`src/rtl/pwm_counter.sv`:
```
// Free-running N-bit period counter with synchronous clear and a wrap strobe.
// wrap is high during the cycle in which the counter holds its terminal value
// while enabled, i.e. the edge that ends the current period.
module pwm_counter #(
  parameter int unsigned N = 8
) (
  input  logic         clk,
  input  logic         rst,
  input  logic         ena,
  input  logic         clear,
  output logic [N-1:0] cnt,
  output logic         wrap
);

  localparam logic [N-1:0] CntMax = {N{1'b1}};

  // Count while enabled; clear has priority so an idle channel restarts at zero.
  always_ff @(posedge clk) begin
    if (!rst) begin
      cnt <= '0;
    end else if (clear) begin
      cnt <= '0;
    end else if (ena) begin
      cnt <= cnt + 1'b1;
    end
  end

  // Terminal-count strobe; only meaningful while counting.
  always_comb begin
    wrap = ena && !clear && (cnt == CntMax);
  end

endmodule

```
`src/rtl/pwm.sv`:
```
// Single-channel PWM. The output is high for duty_q cycles at the start of
// every 2^N-cycle period. duty is captured into duty_q only at period
// boundaries (or continuously while idle) so a period never mixes two duties.
module pwm #(
  parameter int unsigned N = 8
) (
  input  logic         clk,
  input  logic         rst,
  input  logic         ena,
  input  logic [N-1:0] duty,
  output logic         out
);

  logic [N-1:0] cnt;
  logic [N-1:0] duty_q;
  logic         wrap;

  pwm_counter #(
    .N (N)
  ) u_counter (
    .clk   (clk),
    .rst   (rst),
    .ena   (ena),
    .clear (!ena),
    .cnt   (cnt),
    .wrap  (wrap)
  );

  // Shadow duty and registered compare; out lags cnt by one cycle.
  always_ff @(posedge clk) begin
    if (!rst) begin
      duty_q <= '0;
      out    <= 1'b0;
    end else if (!ena) begin
      // Track duty while idle so the first enabled period uses the live value.
      duty_q <= duty;
      out    <= 1'b0;
    end else begin
      out <= (cnt < duty_q);
      if (wrap) begin
        duty_q <= duty;
      end
    end
  end

endmodule

```
`config.mk`:
```
export PLATFORM = sky130hd
export DESIGN_NAME = pwm
export DESIGN_NICKNAME = d
export VERILOG_FILES = /design/src/rtl/pwm_counter.sv /design/src/rtl/pwm.sv
export SDC_FILE = /design/constraint.sdc
export NUM_CORES = 1
export LEC_CHECK = 0
export ABC_AREA = 0
export CORE_MARGIN = 5
export CORE_UTILIZATION = 45
export DETAILED_ROUTE_END_ITERATION = 8
export PLACE_DENSITY = 0.78
export SLEW_MARGIN = 20
export SYNTH_ARGS = -nofsm -noshare
export SYNTH_HDL_FRONTEND = slang
export SYNTH_SLANG_ARGS = --single-unit
```
`constraint.sdc`:
```
create_clock -name clk -period 1.1 [get_ports clk]
set_input_delay 0.165 -clock clk [delete_from_list [all_inputs] [get_ports clk]]
set_output_delay 0.165 -clock clk [all_outputs]
set_load 0.05 [all_outputs]
```
==> results of run 1 <==
worst reg2reg max path, delay by kind of cell, from the launching register on:
family	cells	cell delay, ns
flip-flops	1	0.38
AO/OA/AOI/OAI	2	0.18
AND/OR/NAND/NOR	1	0.22
adder cells (fa/ha/maj)	1	0.28
placed cells by master, fill, tap and decap left out, types with 2 or more instances in the layout:
master,count
a21oi_1,3
a21oi_2,3
buf_12,2
buf_4,9
clkbuf_4,3
clkdlybuf4s50_1,10
dfxtp_1,5
dfxtp_2,7
dfxtp_4,5
ha_1,4
ha_4,4
inv_1,5
inv_2,2
mux2i_1,8
nand2_1,19
nand3_1,2
nor2_1,4
nor3_2,2
o211ai_1,2
o21ai_0,2
or3_1,2
xor2_1,2
area by class of cell:
class	count	area (sq um)	area share (%)
Timing Repair Buffer	22	219.0	17.77
Inverter	7	26.28	2.132
Clock buffer	3	22.52	1.827
Tap cell	25	31.28	2.538
Sequential cell	17	367.9	29.85
Clock inverter	1	5.005	0.4061
Multi-Input combinational cell	69	560.5	45.48
per-stage QoR:
stage               TNS (ns)  hold WS [ns]  setup WS, ns
floorplan            -0.1410        0.3038      -0.01577
global placement     -0.9953        0.4204       -0.1086
detailed placement    -1.561        0.4382       -0.1466
CTS                  -0.4927        0.4115      -0.07440
global route          -1.113        0.4060       -0.1267
finish               -0.5555        0.4149      -0.06577
path summary, 6_finish.rpt:
kind	depth (start not counted)	endpoint	startpoint	slack (ns)
setup / recovery	4	out$_SDFF_PN0_	u_counter.cnt[4]$_SDFF_PN0_	-0.07
hold / removal	3	duty_q[4]$_SDFFE_PN0P_	duty[4]	0.41
setup reg to reg	4	out$_SDFF_PN0_	u_counter.cnt[4]$_SDFF_PN0_	-0.07
hold reg to reg	1	u_counter.cnt[0]$_SDFF_PN0_	u_counter.cnt[0]$_SDFF_PN0_	0.46
flip-flops by register name (all words and copies together) (netlist names):
signal         count
out                1
duty_q             8
u_counter.cnt      8
report_power, final:
group	switching (uW)	leakage [uW]	total (uW)	internal, uW
Sequential	17.3	0.000146	649	632
Clock	191	0.0000177	326	135
Combinational	81.9	0.000329	187	105
Total	291	0.000492	1160	872
cell families after synthesis:
kind of cell             after synthesis  share of synthesized area, %
XOR/XNOR                               3                         3.121
AND/OR/NAND/NOR                       37                         20.21
flip-flops                            17                         40.42
multiplexers                           8                         9.510
adder cells (fa/ha/maj)                8                         11.89
AO/OA/AOI/OAI                         13                         9.360
buffers and inverters                 10                         5.497
routing by layer:
metal  vias to the layer above  routed length, um
met2                        10                959
met5                         -                  0
met3                         2                 54
met1                       335                736
li1                        371                  -
met4                         0                 14
timing repair:
item / in CTS / in global routing
buffers inserted: 1 / 0
resized for setup: 25 / 9
pin swaps: 7 / 8
endpoints found under the setup margin: 12 / 13
==> flow_metrics.tcl, run 1 <==
set metrics [dict create \
    outcome "finished with violations" \
    failed_checks "negative setup slack" \
    finalWeightedCongestion 0.7419 \
    use_met1_pct 16.47 \
    finalCritPeriodShare_pct 106.0 \
    grt.total_usage_pct 14.79 \
    cp_cell_sequence "ha_1 > o211ai_1 > nor3_2 > a21oi_2" \
    h-tree-depth 1 \
    ctsHoldBuffers 0 \
    vdd_drop_max_mv 0.8755 \
    report.power.total_uw 1163 \
    core.rowCount 15 \
    cts_buffer_depth 2 \
    synthTopCellsByArea "dfxtp_1, ha_1, mux2i_1" \
    synth_ff_type "dfxtp_1" \
    finalClockSkew_ns 0.007735 \
    finalWirelength_um 1765 \
    setup_ws_ns -0.06577 \
    startpoint_type "flop" \
    design_area_sq_mm 0.001232 \
    max_slew_margin_pct 83.38 \
    grt_max_degree 11 \
    die_y_um 53.26 \
    clk_pin_slew_ns 0.10 \
    core-area_sq_mm 0.001745 \
    synthTopCellsByCount "nand2_1, dfxtp_1, ha_1, mux2i_1, inv_1" \
    cts-buffers-inserted 3 \
    final_nets 139 \
    start_util_pct 48.24 \
    dpl_cell_area_sq_mm 0.001066 \
    drive_above_1_share_pct 36.97 \
    vias 718 \
    yosys_warnings 0 \
    cellLeakagePower_uw 0.0004921 \
    clock.fmax_ghz 0.8578 \
    rsz0062_at_grt "true" \
    min_period_ns 1.166 \
    critPathMaxStageDelay_ns 0.38 \
    worstSetupPathType "flop to flop" \
    cts_sinks 17 \
    finalSetupViolations 11 \
    dp.cells 139 \
    cp.required_ns 1.28 \
    tightest_slew_ns 0.2487 \
    die_area_sq_mm 0.002836 \
    fillerInstances 141 \
    use_met2_pct 26.53 \
    wl_per_cell_um 12.26 \
    clockRootBuffer "clkbuf_4" \
    synth-seq-cells 17 \
    path_buf_inv 0 \
    drt_iter0_markers 4 \
    syn_nets 115 \
    firstDrtPassIters 2 \
    utilization_pct 70.61 \
    synth_cell_types 23 \
    ios 12 \
    busiest_layer "met2" \
    antenna_left 0 \
    powerDensity_mw_per_mm2 943.6 \
    antenna_found_initial 0 \
    slew_viol_final 0 \
    synth-seq-area-share_pct 40.42 \
    avgViaCountPerCell 4.986 \
    final_cells 144 \
    critPathCaptureType "flop" \
    io_buffer_count 11 \
    die_w_um 53.26 \
    drv.max_cap_violation_count 0 \
    route.detailed.drc 0 \
    syn_to_final_growth_pct 46.36 \
    netlist_area_sq_um 842.1 \
    diodes 0 \
    min_path_type "input pin to flop" \
    cts_tree "done" \
    yosys.area.top_type "dfxtp_1" \
    netlist.area_leader.share_pct 40.42 \
    synth_edf_count 0 \
    cp_data_arrival_time_ns 1.35 \
    syn_inst 96 \
    cpMaxStageDelayCell "dfxtp_4" \
    grt_pass1_vias 749 \
    use_met3_pct 2.535 \
    yosysMostFrequentCell "nand2_1" \
    hpwl_um 1248 \
    crit_family "flip-flops" \
    syn_area_per_cell_sq_um 8.771 \
    finalHoldViolations 0 \
    grt_first_pass_wirelength_um 3063 \
    overflow 0 \
    clk_latency_ns 0.29 \
    async_reset_ff_share_pct 0 \
    path_max_fanout 5 \
]
(Power assumes the default switching activity.)
==> run 2: changes to the inputs <==
--- a/config.mk
+++ b/config.mk
@@ -9,7 +9,7 @@
 export CORE_MARGIN = 5
 export CORE_UTILIZATION = 45
 export DETAILED_ROUTE_END_ITERATION = 8
-export PLACE_DENSITY = 0.78
+export PLACE_DENSITY = 0.75
 export SLEW_MARGIN = 20
 export SYNTH_ARGS = -nofsm -noshare
 export SYNTH_HDL_FRONTEND = slang
==> constraint.sdc (replaced) <==
create_clock -name clk -period 1.5 [get_ports clk]
set_input_delay 0.225 -clock clk [delete_from_list [all_inputs] [get_ports clk]]
set_output_delay 0.225 -clock clk [all_outputs]
set_load 0.05 [all_outputs]
==> flow_metrics.tcl, run 2 (same netlist as run 1, synthesis figures left out) <==
set metrics [dict create \
    outcome "finished clean" \
    path_max_fanout 8 \
    cts_resized 0 \
    diodes 0 \
    dp.cells 132 \
    cp.required_ns 1.68 \
    io_buffer_count 11 \
    hpwl_um 1218 \
    cellLeakagePower_uw 0.0004228 \
    max_slew_margin_pct 82.09 \
    most-common-layout-cells "nand2_1, dfxtp_1, clkdlybuf4s50_1" \
    tightest_slew_ns 0.2682 \
    grt_max_degree 10 \
    ios 12 \
    grt_first_pass_wirelength_um 2753 \
    drv.max_cap_violation_count 0 \
    core-area_sq_mm 0.001745 \
    slew_viol_final 0 \
    clk_latency_ns 0.29 \
    fillerInstances 178 \
    final_cells 136 \
    syn_to_final_growth_pct 19.91 \
    wl_per_cell_um 10.66 \
    clock.fmax_ghz 0.7654 \
    design_area_sq_mm 0.001010 \
    critPathCaptureType "flop" \
    die_area_sq_mm 0.002836 \
    finalWirelength_um 1450 \
    finalSetupTns_ns 0 \
    clk_pin_slew_ns 0.09 \
    avgViaCountPerCell 4.868 \
    finalClockSkew_ns 0.0005487 \
    min_path_type "flop to flop" \
    layout_commonest_cell "nand2_1" \
    cts_sinks 17 \
    powerDensity_mw_per_mm2 822.2 \
    core.rowCount 15 \
    firstDrtPassIters 2 \
    die_w_um 53.26 \
    rsz0062_at_grt "false" \
    finalWeightedCongestion 0.6945 \
    antenna_left 0 \
    grt.total_usage_pct 13.76 \
    cts_tree "done" \
    dpl_cell_area_sq_um 983.4 \
    seqCellArea_sq_um 340.3 \
    die_y_um 53.26 \
    drt_iter0_markers 2 \
    clockRootBuffer "clkbuf_4" \
    overflow 0 \
    pre_cts_slack_ns 0.1549 \
    vias 662 \
    min_period_ns 1.307 \
    setup_ws_ns 0.1935 \
    finalCritPeriodShare_pct 87.10 \
    largestRegisters "duty_q x8, u_counter.cnt x8, out x1" \
    multi_input_area_sq_um 455.4 \
    cp_data_arrival_time_ns 1.49 \
    ctsHoldBuffers 0 \
    drive_above_1_share_pct 7.207 \
    h-tree-depth 1 \
    startpoint_type "flop" \
    antenna_found_initial 0 \
    finalSetupViolations 0 \
    cts-buffers-inserted 3 \
    cts_buffer_depth 2 \
    report.power.total_uw 830.2 \
    route.detailed.drc 0 \
    worstSetupPathType "flop to flop" \
    finalHoldViolations 0 \
    start_util_pct 48.24 \
    vdd_drop_max_mv 0.4104 \
    cts_setup_buffers 0 \
    grt_pass1_vias 677 \
    final_nets 131 \
]
## run 2: changes by cell type in the layout (fill, tap and decap cells not counted), sizes merged
cell    previous run  this run
buf               12         4
clkbuf             3         4
clkinv             1         0
## run 2: where the power goes
part	internal, uW	switching (uW)
Sequential	469	9.56
Clock	104	137
Combinational	60.0	50.6
Total	633	197
## run 2: worst paths after layout
| path | startpoint | end | slack [ns] | cells past startpoint |
|---|---|---|---|---|
| max | u_counter.cnt[0]$_SDFF_PN0_ | duty_q[2]$_SDFFE_PN0P_ | 0.19 | 5 |
| min reg2reg | duty_q[3]$_SDFFE_PN0P_ | duty_q[3]$_SDFFE_PN0P_ | 0.46 | 2 |
| min | duty_q[3]$_SDFFE_PN0P_ | duty_q[3]$_SDFFE_PN0P_ | 0.46 | 2 |
| max reg2reg | u_counter.cnt[0]$_SDFF_PN0_ | duty_q[2]$_SDFFE_PN0P_ | 0.19 | 5 |
## run 2: layout make-up
cell class	instances	area share [%]
multi-input cells	69	45.11
flip-flops and latches	17	33.70
well taps	25	3.098
repair buffers	14	12.89
inverters	7	2.602
clock buffers	4	2.602
## run 2: metrics by stage
step / hold slack (ns) / utilization, %
after CTS: 0.4637 / 57.85
after global placement: 0.4461 / 56.34
final: 0.4599 / 57.85
after global routing: 0.4607 / 57.85
after detailed placement: 0.4518 / 56.34
after floorplan: 0.3638 / -
## run 2: layer usage
metal	GRT usage, %	part of all wire, %
met4	7.660	2.8
met2	21.63	48
met1	15.70	45
met5	0	0
met3	5.352	4.1
## run 2: critical path, cell delays in order, from the launching register on
cell	delay, ns
dfxtp_1	0.39
ha_1	0.24
nand3_1	0.09
o21a_1	0.18
buf_4	0.17
mux2i_1	0.13
==> run 3: changes to the inputs <==
--- a/config.mk
+++ b/config.mk
@@ -6,7 +6,7 @@
 export NUM_CORES = 1
 export LEC_CHECK = 0
 export ABC_AREA = 0
-export CORE_MARGIN = 5
+export CORE_MARGIN = 2
 export CORE_UTILIZATION = 45
 export DETAILED_ROUTE_END_ITERATION = 8
 export PLACE_DENSITY = 0.75
==> flow_metrics.tcl, run 3 (same netlist as run 1, synthesis figures left out) <==
set metrics [dict create \
    slew_viol_final 0 \
    die_area_sq_mm 0.002233 \
    finalWeightedCongestion 0.7738 \
    p_int_uw 636.5 \
    overflow 0 \
    finalSetupViolations 0 \
    vdd_drop_max_mv 0.4413 \
    rsz0062_at_grt "false" \
    cts_setup_buffers 0 \
    wl_per_cell_um 11.15 \
    cp_data_arrival_time_ns 1.50 \
    ios 12 \
    io_buffer_count 11 \
    core.rowCount 15 \
    largestRegisters "duty_q x8, u_counter.cnt x8, out x1" \
    cp_cell_sequence "ha_1 > nand3_1 > o21a_1 > buf_12 > mux2i_1" \
    fillerInstances 168 \
    syn_to_final_growth_pct 21.40 \
    clock.fmax_ghz 0.7638 \
    cts_tree "done" \
    worstSetupPathType "flop to flop" \
    combPwrFrac_pct 13.8 \
    clockPowerShare_pct 29.3 \
    drive_above_1_share_pct 7.207 \
    path_buf_inv 1 \
    dp.cells 132 \
    max_slew_margin_pct 81.31 \
    final_nets 131 \
    cts_sinks 17 \
    antenna_left 0 \
    min_period_ns 1.309 \
    firstDrtPassIters 2 \
    layout_commonest_cell "nand2_1" \
    antenna_found_initial 0 \
    die_w_um 47.26 \
    critPathCaptureType "flop" \
    multi_input_area_sq_um 455.4 \
    hpwl_um 1188 \
    drt_iter0_markers 1 \
    finalHoldViolations 0 \
    h-tree-depth 1 \
    cts_resized 0 \
    cts_buffer_depth 2 \
    drv.max_cap_violation_count 0 \
    startpoint_type "flop" \
    path_max_fanout 8 \
    crit_family "flip-flops" \
    finalWirelength_um 1516 \
    pwr-share-seq_pct 56.9 \
    clk_pin_slew_ns 0.10 \
    clockRootBuffer "clkbuf_4" \
    min_path_type "flop to flop" \
    grt.total_usage_pct 18.61 \
    powerDensity_mw_per_mm2 824.1 \
    seqCellArea_sq_um 340.3 \
    cp.required_ns 1.69 \
    critPathMaxStageDelay_ns 0.39 \
    ctsHoldBuffers 0 \
    finalSetupTns_ns 0 \
    final_cells 136 \
    switching_share_pct 24.45 \
    die_y_um 47.26 \
    p_sw_uw 205.9 \
    tightest_slew_ns 0.2800 \
    start_util_pct 48.24 \
    route.detailed.drc 0 \
    clk_latency_ns 0.29 \
    outcome "finished clean" \
    diodes 0 \
    cts-buffers-inserted 3 \
    finalCritPeriodShare_pct 87.29 \
    grt_first_pass_wirelength_um 2815 \
    vias 676 \
    finalClockSkew_ns 0.002164 \
    cpMaxStageDelayCell "dfxtp_1" \
    cellLeakagePower_uw 0.0004274 \
    core-area_sq_mm 0.001745 \
    grt_pass1_vias 664 \
    most-common-layout-cells "nand2_1, dfxtp_1, clkdlybuf4s50_1" \
    grt_max_degree 10 \
    avgViaCountPerCell 4.971 \
]
==> run 3: final timing paths <==
kind                               start  slack, ns  depth (start not counted)                endpoint
max          u_counter.cnt[0]$_SDFF_PN0_       0.19                          5  duty_q[5]$_SDFFE_PN0P_
min               duty_q[2]$_SDFFE_PN0P_       0.46                          2  duty_q[2]$_SDFFE_PN0P_
max reg2reg  u_counter.cnt[0]$_SDFF_PN0_       0.19                          5  duty_q[5]$_SDFFE_PN0P_
min reg2reg       duty_q[2]$_SDFFE_PN0P_       0.46                          2  duty_q[2]$_SDFFE_PN0P_
==> run 3: routing by layer <==
metal  up-vias  wire length [um]  track usage, %
met5         -                 0               0
met4         0                22           8.333
met3         4                40           4.615
met2         9               776           31.89
met1       306               676           21.68
li1        357                 -               -
==> run 3: power groups by stage <==
stage | Combinational [uW] | Clock (uW) | Sequential (uW)
CTS | 118 | 252 | 480
finish | 116 | 247 | 479
detailed placement | 116 | 0 | 490
global route | 131 | 273 | 483
floorplan | 61.2 | 0 | 495
global placement | 113 | 0 | 489
==> run 3: worst min-delay path: stages, from the launching register on <==
cell	delay [ns]
dfxtp_1	0.32
nand2_1	0.05
mux2i_1	0.05
==> run 3: per-stage QoR <==
| stage | worst slack, ns | power [uW] | instance area [sq um] | hold slack, ns | utilization [%] |
|---|---|---|---|---|---|
| after floorplan | 0.3406 | 555.9 | 842.1 | 0.3638 | - |
| after global routing | 0.08271 | 887.1 | 1022 | 0.4909 | 58.57 |
| after detailed placement | 0.1903 | 606.4 | 996.0 | 0.4549 | 57.06 |
| after global placement | 0.2335 | 601.5 | 996.0 | 0.4451 | 57.06 |
| final | 0.1907 | 842.5 | 1022 | 0.4649 | 58.57 |
| after CTS | 0.1895 | 849.3 | 1022 | 0.4685 | 58.57 |
==> run 3: area by class of cell <==
class                           instances  area share (%)
Clock buffer                            4           2.570
Timing Repair Buffer                   14           13.95
Multi-Input combinational cell         69           44.55
Inverter                                7           2.570
Sequential cell                        17           33.29
Tap cell                               25           3.060
